===== src/rtl/cv32e40p_voter_tmr_mon_if.sv =====
// Purpose: bundles the triplicated inputs, voted result and fault-monitor signals of the TMR voter.
// Latency: none (wiring only).
// Backpressure: none on the vote path; the resync handshake is req/ack.
interface cv32e40p_voter_tmr_mon_if #(
    parameter int WIDTH = 32,
    parameter int N_CH  = 1,
    parameter int CNT_W = 4
);
    logic [N_CH*WIDTH-1:0] res_a_i;
    logic [N_CH*WIDTH-1:0] res_b_i;
    logic [N_CH*WIDTH-1:0] res_c_i;
    logic                  check_en_i;
    logic                  clr_i;
    logic [N_CH*WIDTH-1:0] result_o;
    logic [2:0]            mismatch_o;
    logic [3*CNT_W-1:0]    err_cnt_o;
    logic                  resync_req_o;
    logic [1:0]            resync_lane_o;
    logic                  resync_ack_i;
    logic                  resync_busy_o;
    logic                  fail_o;
    logic [1:0]            state_o;

    // Master: the triplicated sources plus whoever services resync requests.
    modport master (
        output res_a_i, res_b_i, res_c_i, check_en_i, clr_i, resync_ack_i,
        input  result_o, mismatch_o, err_cnt_o, resync_req_o, resync_lane_o,
               resync_busy_o, fail_o, state_o
    );

    // Slave: the voter/monitor itself.
    modport slave (
        input  res_a_i, res_b_i, res_c_i, check_en_i, clr_i, resync_ack_i,
        output result_o, mismatch_o, err_cnt_o, resync_req_o, resync_lane_o,
               resync_busy_o, fail_o, state_o
    );
endinterface


===== src/rtl/cv32e40p_voter_tmr_mon.sv =====
// Purpose: N-channel bitwise TMR majority voter with per-lane mismatch counting and a resync/fail FSM.
// Latency: result_o is 0 cycles (REG_OUT=0) or 1 cycle (REG_OUT=1); mismatch/counters/FSM update on the next edge.
// Backpressure: none on the vote path; a resync request is held until resync_ack_i is sampled high.
module cv32e40p_voter_tmr_mon #(
    parameter int WIDTH      = 32,
    parameter int N_CH       = 1,
    parameter int REG_OUT    = 0,
    parameter int CNT_W      = 4,
    parameter int ERR_THRESH = 3,
    parameter int RESYNC_CYC = 4
) (
    input  logic                          clk,
    input  logic                          rst,
    cv32e40p_voter_tmr_mon_if.slave       bus
);

    localparam int DW    = N_CH * WIDTH;
    localparam int TMR_W = (RESYNC_CYC > 1) ? $clog2(RESYNC_CYC) : 1;

    localparam logic [CNT_W-1:0] CNT_MAX  = '1;
    localparam logic [CNT_W-1:0] THRESH   = CNT_W'(ERR_THRESH);
    localparam logic [TMR_W-1:0] TMR_LOAD = TMR_W'(RESYNC_CYC - 1);

    typedef enum logic [1:0] {
        ST_OK     = 2'd0,
        ST_REQ    = 2'd1,
        ST_RESYNC = 2'd2,
        ST_FAIL   = 2'd3
    } state_e;

    logic [DW-1:0]    vote;
    logic [2:0]       mis_raw;
    logic             single_fault;
    logic             multi_fault;

    logic [2:0]       mismatch_d, mismatch_q;
    logic [CNT_W-1:0] cnt_d [3];
    logic [CNT_W-1:0] cnt_q [3];
    state_e           state_d, state_q;
    logic [1:0]       lane_d, lane_q;
    logic [TMR_W-1:0] tmr_d, tmr_q;

    // Bitwise majority across the three copies and the raw per-lane disagreement vector.
    always_comb begin
        vote         = (bus.res_a_i & bus.res_b_i) | (bus.res_a_i & bus.res_c_i) |
                       (bus.res_b_i & bus.res_c_i);
        mis_raw[0]   = |(bus.res_a_i ^ vote);
        mis_raw[1]   = |(bus.res_b_i ^ vote);
        mis_raw[2]   = |(bus.res_c_i ^ vote);
        single_fault = (mis_raw == 3'b001) || (mis_raw == 3'b010) || (mis_raw == 3'b100);
        multi_fault  = (mis_raw[0] & mis_raw[1]) | (mis_raw[0] & mis_raw[2]) |
                       (mis_raw[1] & mis_raw[2]);
        mismatch_d   = mis_raw;
    end

    generate
        if (REG_OUT != 0) begin : g_reg_out
            logic [DW-1:0] result_d, result_q;

            // Output stage mirrors the combinational vote.
            always_comb begin
                result_d = vote;
            end

            // One flop stage on the voted result.
            always_ff @(posedge clk) begin
                if (rst) result_q <= '0;
                else     result_q <= result_d;
            end

            assign bus.result_o = result_q;
        end else begin : g_comb_out
            assign bus.result_o = vote;
        end
    endgenerate

    // Counter update and fault FSM; clr dominates, then multi-lane escalation, then normal flow.
    always_comb begin
        state_d = state_q;
        lane_d  = lane_q;
        tmr_d   = tmr_q;
        for (int k = 0; k < 3; k++) cnt_d[k] = cnt_q[k];

        if (bus.clr_i) begin
            for (int k = 0; k < 3; k++) cnt_d[k] = '0;
            state_d = ST_OK;
            lane_d  = 2'd0;
            tmr_d   = '0;
        end else if (bus.check_en_i && multi_fault) begin
            state_d = ST_FAIL;
        end else begin
            // Resync is in progress for some lane: its counter is about to be cleared, so
            // counting is frozen for all lanes until the FSM is back in OK.
            if (bus.check_en_i && single_fault && (state_q != ST_RESYNC)) begin
                for (int k = 0; k < 3; k++) begin
                    if (mis_raw[k] && (cnt_q[k] != CNT_MAX)) cnt_d[k] = cnt_q[k] + 1'b1;
                end
            end

            case (state_q)
                ST_OK: begin
                    // Descending scan so the lowest qualifying lane is the one that sticks.
                    for (int k = 2; k >= 0; k--) begin
                        if (cnt_d[k] >= THRESH) begin
                            state_d = ST_REQ;
                            lane_d  = 2'(k);
                        end
                    end
                end
                ST_REQ: begin
                    if (bus.resync_ack_i) begin
                        state_d = ST_RESYNC;
                        tmr_d   = TMR_LOAD;
                    end
                end
                ST_RESYNC: begin
                    if (tmr_q == '0) begin
                        state_d = ST_OK;
                        for (int k = 0; k < 3; k++) begin
                            if (lane_q == 2'(k)) cnt_d[k] = '0;
                        end
                    end else begin
                        tmr_d = tmr_q - 1'b1;
                    end
                end
                ST_FAIL: begin
                    state_d = ST_FAIL;
                end
                default: begin
                    state_d = ST_OK;
                end
            endcase
        end
    end

    // State, counters, lane select, dwell timer and registered mismatch vector.
    always_ff @(posedge clk) begin
        if (rst) begin
            state_q    <= ST_OK;
            lane_q     <= 2'd0;
            tmr_q      <= '0;
            mismatch_q <= 3'b000;
            for (int k = 0; k < 3; k++) cnt_q[k] <= '0;
        end else begin
            state_q    <= state_d;
            lane_q     <= lane_d;
            tmr_q      <= tmr_d;
            mismatch_q <= mismatch_d;
            for (int k = 0; k < 3; k++) cnt_q[k] <= cnt_d[k];
        end
    end

    assign bus.mismatch_o    = mismatch_q;
    assign bus.err_cnt_o     = {cnt_q[2], cnt_q[1], cnt_q[0]};
    assign bus.resync_req_o  = (state_q == ST_REQ);
    assign bus.resync_lane_o = lane_q;
    assign bus.resync_busy_o = (state_q == ST_RESYNC);
    assign bus.fail_o        = (state_q == ST_FAIL);
    assign bus.state_o       = state_q;

endmodule


===== src/flat_wrapper.sv =====
// flat-port wrapper written by rule: the top's interface ports become plain ports
module cv32e40p_voter_tmr_mon_flat 
#(
    parameter int WIDTH      = 32,
    parameter int N_CH       = 1,
    parameter int REG_OUT    = 0,
    parameter int CNT_W      = 4,
    parameter int ERR_THRESH = 3,
    parameter int RESYNC_CYC = 4
)
  (clk, rst, bus_res_a_i, bus_res_b_i, bus_res_c_i, bus_check_en_i, bus_clr_i, bus_resync_ack_i, bus_result_o, bus_mismatch_o, bus_err_cnt_o, bus_resync_req_o, bus_resync_lane_o, bus_resync_busy_o, bus_fail_o, bus_state_o);
  cv32e40p_voter_tmr_mon_if #(.WIDTH(WIDTH), .N_CH(N_CH), .CNT_W(CNT_W)) bus_i ();
  input  logic clk;
  input  logic rst;
  input wire logic [$bits(bus_i.res_a_i)-1:0] bus_res_a_i;
  input wire logic [$bits(bus_i.res_b_i)-1:0] bus_res_b_i;
  input wire logic [$bits(bus_i.res_c_i)-1:0] bus_res_c_i;
  input wire logic [$bits(bus_i.check_en_i)-1:0] bus_check_en_i;
  input wire logic [$bits(bus_i.clr_i)-1:0] bus_clr_i;
  input wire logic [$bits(bus_i.resync_ack_i)-1:0] bus_resync_ack_i;
  output wire logic [$bits(bus_i.result_o)-1:0] bus_result_o;
  output wire logic [$bits(bus_i.mismatch_o)-1:0] bus_mismatch_o;
  output wire logic [$bits(bus_i.err_cnt_o)-1:0] bus_err_cnt_o;
  output wire logic [$bits(bus_i.resync_req_o)-1:0] bus_resync_req_o;
  output wire logic [$bits(bus_i.resync_lane_o)-1:0] bus_resync_lane_o;
  output wire logic [$bits(bus_i.resync_busy_o)-1:0] bus_resync_busy_o;
  output wire logic [$bits(bus_i.fail_o)-1:0] bus_fail_o;
  output wire logic [$bits(bus_i.state_o)-1:0] bus_state_o;
  assign bus_i.res_a_i = bus_res_a_i;
  assign bus_i.res_b_i = bus_res_b_i;
  assign bus_i.res_c_i = bus_res_c_i;
  assign bus_i.check_en_i = bus_check_en_i;
  assign bus_i.clr_i = bus_clr_i;
  assign bus_i.resync_ack_i = bus_resync_ack_i;
  assign bus_result_o = bus_i.result_o;
  assign bus_mismatch_o = bus_i.mismatch_o;
  assign bus_err_cnt_o = bus_i.err_cnt_o;
  assign bus_resync_req_o = bus_i.resync_req_o;
  assign bus_resync_lane_o = bus_i.resync_lane_o;
  assign bus_resync_busy_o = bus_i.resync_busy_o;
  assign bus_fail_o = bus_i.fail_o;
  assign bus_state_o = bus_i.state_o;
  cv32e40p_voter_tmr_mon #(.WIDTH(WIDTH), .N_CH(N_CH), .REG_OUT(REG_OUT), .CNT_W(CNT_W), .ERR_THRESH(ERR_THRESH), .RESYNC_CYC(RESYNC_CYC)) u_core (.clk(clk), .rst(rst), .bus(bus_i));
endmodule

===== config.mk =====
export PLATFORM = sky130hd
export DESIGN_NAME = cv32e40p_voter_tmr_mon_flat
export DESIGN_NICKNAME = d
export VERILOG_FILES = /design/src/rtl/cv32e40p_voter_tmr_mon_if.sv /design/src/rtl/cv32e40p_voter_tmr_mon.sv /design/src/flat_wrapper.sv
export SDC_FILE = /design/constraint.sdc
export NUM_CORES = 1
export LEC_CHECK = 0
export ABC_CLOCK_PERIOD_IN_PS = 3800
export BUFFER_PORTS_ARGS = -buffer_cell sky130_fd_sc_hd__clkbuf_2
export CAP_MARGIN = 40
export CORE_ASPECT_RATIO = 0.7
export CORE_MARGIN = 2
export CORE_UTILIZATION = 49
export DETAILED_ROUTE_END_ITERATION = 12
export GPL_ROUTABILITY_DRIVEN = 0
export GPL_TIMING_DRIVEN = 1
export PLACE_DENSITY_LB_ADDON = 0.12
export REMOVE_ABC_BUFFERS = 1
export SYNTH_ARGS = -nofsm -noshare
export SYNTH_HDL_FRONTEND = slang
export SYNTH_SLANG_ARGS = --single-unit

===== constraint.sdc =====
create_clock -name clk -period 3.8 [get_ports clk]
set_clock_uncertainty 0.05 [all_clocks]
set_input_delay 0.38 -clock clk [delete_from_list [all_inputs] [get_ports clk]]
set_output_delay 0.38 -clock clk [all_outputs]
set_load 0.05 [all_outputs]

**After elaboration in Yosys (flattened, before gate mapping)**

Memory sizes are Yosys's and may differ from the RTL's.
Index checks and enable logic that the tools add are counted.

- Memories kept: 1
- Register bits after elaboration: 9
- Memory bits (writable): 12

Memories:

| name | depth | bits a word | rd ports | clocked after Yosys merged registers in | wr ports | RTL line | source |
|---|---|---|---|---|---|---|---|
| u_core.cnt_q | 3 | 4 | 3 | 0 | 3 | cv32e40p_voter_tmr_mon.sv:38 | `logic [CNT_W-1:0] cnt_q [3];` |

- Equality and inequality tests: 17
- $add $sub $neg: 4
- Reductions and logical operators: 20
- $lt $le $gt $ge: 3
- Bitwise logic cells: 17
- Mux-type cells: 32

Operators by type and width:

| operator | count |
|---|---|
| $and 32x32->32 | 3 |
| $reduce_or 32->1 | 3 |
| $xor 32x32->32 | 3 |
| $mux 12 | 7 |
| $or 32x32->32 | 2 |
| $mux 4 | 9 |
| $mux 2 | 11 |
| $add 4x1->4 const B | 3 |
| $ge 4x2->1 const B | 3 |
| $ne 4x4->1 const B | 3 |
| $pmux 2 s4 | 1 |
| $eq 2x2->1 const B | 3 |
| $logic_and 1x1->1 | 6 |
| $logic_not 2->1 | 3 |
| $ne 2x2->1 const B | 3 |
| $reduce_and 3->1 | 2 |
| $ne 5x1->1 const B | 1 |
| $or 1x1->1 | 5 |
| $eq 2x1->1 const B | 2 |
| $pmux 2 s2 | 1 |
| $reduce_and 4->1 | 1 |
| $and 1x1->1 | 3 |
| $eq 3x1->1 const B | 1 |
| $eq 3x2->1 const B | 1 |
| other kinds (10) | 13 |

**Longest topological paths before layout**

- Depth in word-level cells: 19
- Depth in mapped cells: 11
- Gate-level depth less buffers: 10

**Worst setup path before layout**

No wires, ideal clock.

- Kind: reg2reg
- From: reg u_core.state_q[0], in the netlist u_core.bus.state_o[0]
- To: reg u_core.state_q[0], in the netlist u_core.bus.state_o[0]
- Cell stages (with the launch flop): 10
- Slack: 403 ps
- Clock period less this slack: 3397 ps
- Arrival time: 3225 ps
- Cell sequence: dfxtp_1 > inv_1 > ha_1 > nand2b_1 > nor4_4 > mux2_1 > o311ai_1 > nand4_1 > and2_1 > o311a_1

RTL lines:

| element | RTL line | source |
|---|---|---|
| from (decl) | cv32e40p_voter_tmr_mon.sv:39 | `state_e state_d, state_q;` |
| from (signal assigned) | cv32e40p_voter_tmr_mon.sv:145 | `state_q <= state_d;` |
| $eq 2x2->1 (*) | - |  |
| net bus_resync_busy_o | flat_wrapper.sv:26 | `output wire logic [$bits(bus_i.resync_busy_o)-1:0] bus_resync_busy_o;` |
| $pmux 2 s4 / $ne 3x1->1 (equally long branches) | - |  |
| $mux 2 / $reduce_and 3->1 (equally long branches) | - |  |

Mark *: on every way through the listed nets, which the timed path passes. The rest lies on a longest branch. The select of a mux whose other input is x is not followed.
A chain may end at the register's enable or synchronous reset.

**Worst setup path in the final report**

- From: in bus_res_c_i[5]
- To: reg u_core.state_q[0], in the netlist u_core.bus.state_o[0]

- Longest elaborated chain between the ends: 18

RTL lines:

| element | RTL line | source |
|---|---|---|
| from (decl) | flat_wrapper.sv:17 | `input wire logic [$bits(bus_i.res_c_i)-1:0] bus_res_c_i;` |
| $and 32x32->32 | cv32e40p_voter_tmr_mon.sv:45 | `vote = (bus.res_a_i & bus.res_b_i) \| (bus.res_a_i & bus.res_c_i) \|` |
| $or 32x32->32 (2 in series) | cv32e40p_voter_tmr_mon.sv:45 |  |
| $xor 32x32->32 (on tied branches) | cv32e40p_voter_tmr_mon.sv:47, cv32e40p_voter_tmr_mon.sv:48, cv32e40p_voter_tmr_mon.sv:49 |  |
| $reduce_or 32->1 (on tied branches) | cv32e40p_voter_tmr_mon.sv:47, cv32e40p_voter_tmr_mon.sv:48, cv32e40p_voter_tmr_mon.sv:49 |  |
| $eq 3x1->1 / $eq 3x2->1 (equally long branches) | cv32e40p_voter_tmr_mon.sv:50 | `single_fault = (mis_raw == 3'b001) \|\| (mis_raw == 3'b010) \|\| (mis_raw == 3'b100);` |
| $logic_or 1x1->1 (2 in series) | cv32e40p_voter_tmr_mon.sv:50 |  |
| $logic_and 1x1->1 (2 in series) | cv32e40p_voter_tmr_mon.sv:94 | `if (bus.check_en_i && single_fault && (state_q != ST_RESYNC)) begin` |
| $mux 12 | cv32e40p_voter_tmr_mon.sv:94 |  |
| $mux 12 | cv32e40p_voter_tmr_mon.sv:89 | `end else if (bus.check_en_i && multi_fault) begin` |
| $mux 12 | cv32e40p_voter_tmr_mon.sv:84 | `if (bus.clr_i) begin` |
| $ge 4x2->1 | cv32e40p_voter_tmr_mon.sv:104 | `if (cnt_d[k] >= THRESH) begin` |
| $mux 2 (2 in series) | cv32e40p_voter_tmr_mon.sv:104 |  |
| $pmux 2 s4 | cv32e40p_voter_tmr_mon.sv:100 | `case (state_q)` |
| $mux 2 | cv32e40p_voter_tmr_mon.sv:89 |  |

Parallel ways exist; a longest one is shown, timed or not. The select of a mux whose other input is x is not followed.

==> metrics.log <==
[metrics] RSZ-0062 raised after global routing: false
[metrics] Max H-tree Level: 1
[metrics] Cell Pwr Density: 197.1 nW/um2
[metrics] final core utilization: 0.6459
[metrics] global router's overall resource usage: 0.2758
[metrics] outcome: finished, final reports clean
[metrics] crit end category: flip-flop
[metrics] distinct cell type count after synthesis: 53
[metrics] number of global-route vias before repair: 3,602
[metrics] leftover overflow at the end of global routing: 0
[metrics] n_diodes: 0
[metrics] clock tree from TritonCTS: done
[metrics] Final Max Slew Viols: 0
[metrics] startpoint type of the worst setup path: input port
[metrics] class of the most critical setup path: in2reg
[metrics] EDFF count, synth: 0
[metrics] aggregate negative setup slack: 0 ns
[metrics] required time at the endpoint of the critical path: 3.90 ns
[metrics] area of the core region: 6756 um2
[metrics] Reg area: 420.4 um2
[metrics] floorplan die height: 73.81 um
[metrics] reported leakage power: 0.001839 uW
[metrics] biggest fanout along the worst timing path: 7
[metrics] path type of the worst min-delay path: in2reg
[metrics] number of standard cells after synthesis: 477
[metrics] list of most frequent post-synthesis cells: 81 x sky130_fd_sc_hd__nor2_1, 49 x sky130_fd_sc_hd__nand3b_1, 42 x sky130_fd_sc_hd__a21oi_1
[metrics] count of filler cells inserted in the layout: 635
[metrics] data arrival time of the worst path: 3.57 ns
[metrics] horizontal die dimension: 103.7 um
[metrics] cell row count: 25
[metrics] multi-input combinational cell area: 2885 um2
[metrics] Max IR drop VDD: 0.1584 mV
[metrics] Syn Std Cell Area: 3411 um2
[metrics] Initial Utilization: 0.5048
[metrics] most used flip-flop cell after synthesis: sky130_fd_sc_hd__dfxtp_1
[metrics] remaining design rule violation count: 0
[metrics] most numerous cell in the Yosys netlist: sky130_fd_sc_hd__nor2_1
[metrics] max-cap viol count: 0
[metrics] Max-Slew Margin vs Limit: 0.6010
[metrics] root buffer selected by CTS: sky130_fd_sc_hd__clkbuf_8
[metrics] wire length of the first global-routing pass: 17.25 mm
[metrics] Final min period: 3.470 ns
[metrics] post-detailed-routing wire length: 11.13 mm
[metrics] total number of nets in the final design: 747
[metrics] synthesized area per cell: 7.150 um2
[metrics] number of placed I/O pins: 155
[metrics] area added between synthesis and finish: 27.95%
[metrics] via total after detailed routing: 4,357
[metrics] setup-violating endpoint count in the final report: 0
[metrics] Synth area leader: sky130_fd_sc_hd__dfxtp_1
[metrics] share of post-route cells with drive strength above 1: 0.3046
[metrics] number of warning messages in the yosys log: 0
[metrics] register area share after synthesis: 0.1233
[metrics] drt initial violations: 292
[metrics] DP Wirelength: 9.295 mm
[metrics] Post-DRT Antenna Nets: 0
[metrics] number of gates resized after cts: 0
[metrics] Num Clock Sinks: 21
[metrics] later-pin clock latency in the skew report: 0.26 ns
[metrics] final count of hold timing violations: 0
[metrics] share of flip-flops with an asynchronous set or reset after synthesis: 0
[metrics] hold_buf cts: 0
[metrics] ranking of synthesized cells by area: sky130_fd_sc_hd__dfxtp_1 12%, sky130_fd_sc_hd__nand3b_1 11%, sky130_fd_sc_hd__nor2_1 8.9%, sky130_fd_sc_hd__o21a_1 7.0%, sky130_fd_sc_hd__a21oi_1 6.2%
[metrics] Wirelength per Cell: 15.23 um
[metrics] clock slew at reported path FFs: 0.08 ns
[metrics] maximum number of buffers from clock root to sink: 2
[metrics] final critical-path share of the clock period: 0.9133
[metrics] area fraction of the dominant cell type after synthesis: 0.1233
[metrics] post-detailed-route via-to-cell ratio: 5.960
[metrics] actual transition at the worst max-transition pin: 0.5972 ns
[metrics] worst-case hold slack: 0.2936 ns
[metrics] total iterations of the first detailed-routing run: 5
[metrics] top achievable clock speed: 0.2882 GHz
[metrics] DIE AREA: 7655 um2
[metrics] quantity of I/O buffers inserted on ports: 154
[metrics] Yosys reg bits: 21
[metrics] CTS buffer count: 3
[metrics] PnR Total Power: 860.0 uW
[metrics] setup repair bufs after CTS: 0
[metrics] maximum number of pins on one net before global-route repair: 15
[metrics] number of antenna violations at the first check in global routing: 0
==> flip-flops by register name, indices dropped and copies added (netlist names) <==
name	flops
u_core.cnt_q	12
u_core.bus.state_o	2
u_core.bus.resync_lane_o	2
u_core.tmr_q	2
u_core.bus.mismatch_o	3
==> cell families after synthesis <==
group / after synthesis / synth area share
xor+xnor: 1 / 0.002568
buf+inv: 26 / 0.03081
compound gates: 143 / 0.2979
mux: 4 / 0.01211
simple gates: 273 / 0.5007
fa+ha+maj: 9 / 0.03265
flops: 21 / 0.1233
==> per-layer routing <==
layer  track usage  share of wire
met2        0.4356           0.41
met5             0              0
met4       0.01802         0.0058
met3       0.05413          0.088
met1        0.4066           0.50
==> worst max-delay path: stages <==
cell and delay [ns]:
sky130_fd_sc_hd__clkbuf_2 0.13, sky130_fd_sc_hd__nor3b_1 0.16, sky130_fd_sc_hd__or4_4 0.54, sky130_fd_sc_hd__nor4_4 0.33, sky130_fd_sc_hd__nand4_4 0.18, sky130_fd_sc_hd__nor4_4 0.42
sky130_fd_sc_hd__mux2_1 0.37, sky130_fd_sc_hd__o311ai_1 0.32, sky130_fd_sc_hd__nand4_1 0.23, sky130_fd_sc_hd__and2_1 0.22, sky130_fd_sc_hd__o311a_1 0.29
==> layout by cell type (no fill, tap or decap), types with 8 or more instances in the layout <==
cell / count
sky130_fd_sc_hd__dfxtp_1: 21
sky130_fd_sc_hd__nand2b_1: 27
sky130_fd_sc_hd__nor4_1: 10
sky130_fd_sc_hd__nand4_1: 12
sky130_fd_sc_hd__nand2_1: 14
sky130_fd_sc_hd__ha_1: 8
sky130_fd_sc_hd__or3b_2: 19
sky130_fd_sc_hd__nor2_1: 81
sky130_fd_sc_hd__or3b_1: 20
sky130_fd_sc_hd__o221ai_1: 22
sky130_fd_sc_hd__o2111ai_1: 14
sky130_fd_sc_hd__a21oi_1: 42
sky130_fd_sc_hd__inv_1: 23
sky130_fd_sc_hd__o21a_1: 32
sky130_fd_sc_hd__nand3b_1: 49
sky130_fd_sc_hd__clkbuf_2: 154
==> metrics by stage <==
| stage | cells | worst slack, ns | instance area [um2] |
|---|---|---|---|
| detailed placement | 727 | 0.09372 | 4318 |
| CTS | 731 | 0.3572 | 4364 |
| floorplan | 474 | 0.4033 | 3392 |
| global route | 731 | 0.1357 | 4364 |
| global placement | 727 | 0.2359 | 4318 |
| finish | 731 | 0.3296 | 4364 |
==> final timing paths <==
| kind | startpoint | slack, ns | to | cells after the start |
|---|---|---|---|---|
| setup / recovery | bus_res_c_i[5] | 0.33 | u_core.bus.state_o[0] | 11 |
| hold / removal | rst | 0.29 | u_core.bus.mismatch_o[2] | 2 |
| setup reg to reg | u_core.bus.state_o[0] | 0.80 | u_core.bus.state_o[0] | 9 |
| hold reg to reg | u_core.tmr_q[0] | 0.44 | u_core.tmr_q[0] | 1 |
==> final cells by class <==
cell class / count / share of cell area
Multi-Input combinational cell: 430 / 0.6611
Timing Repair Buffer: 159 / 0.1852
Inverter: 23 / 0.01978
Tap cell: 94 / 0.02695
Clock buffer: 3 / 0.009461
Sequential cell: 21 / 0.09633
Clock inverter: 1 / 0.001147
==> report_power, final <==
part	total (uW)	switching (uW)	internal (uW)
combinational	485	320	165
sequential	227	2.87	224
clock	148	75.4	73.1
total	860	398	462
Note: power is estimated with default switching activity, not from simulation.
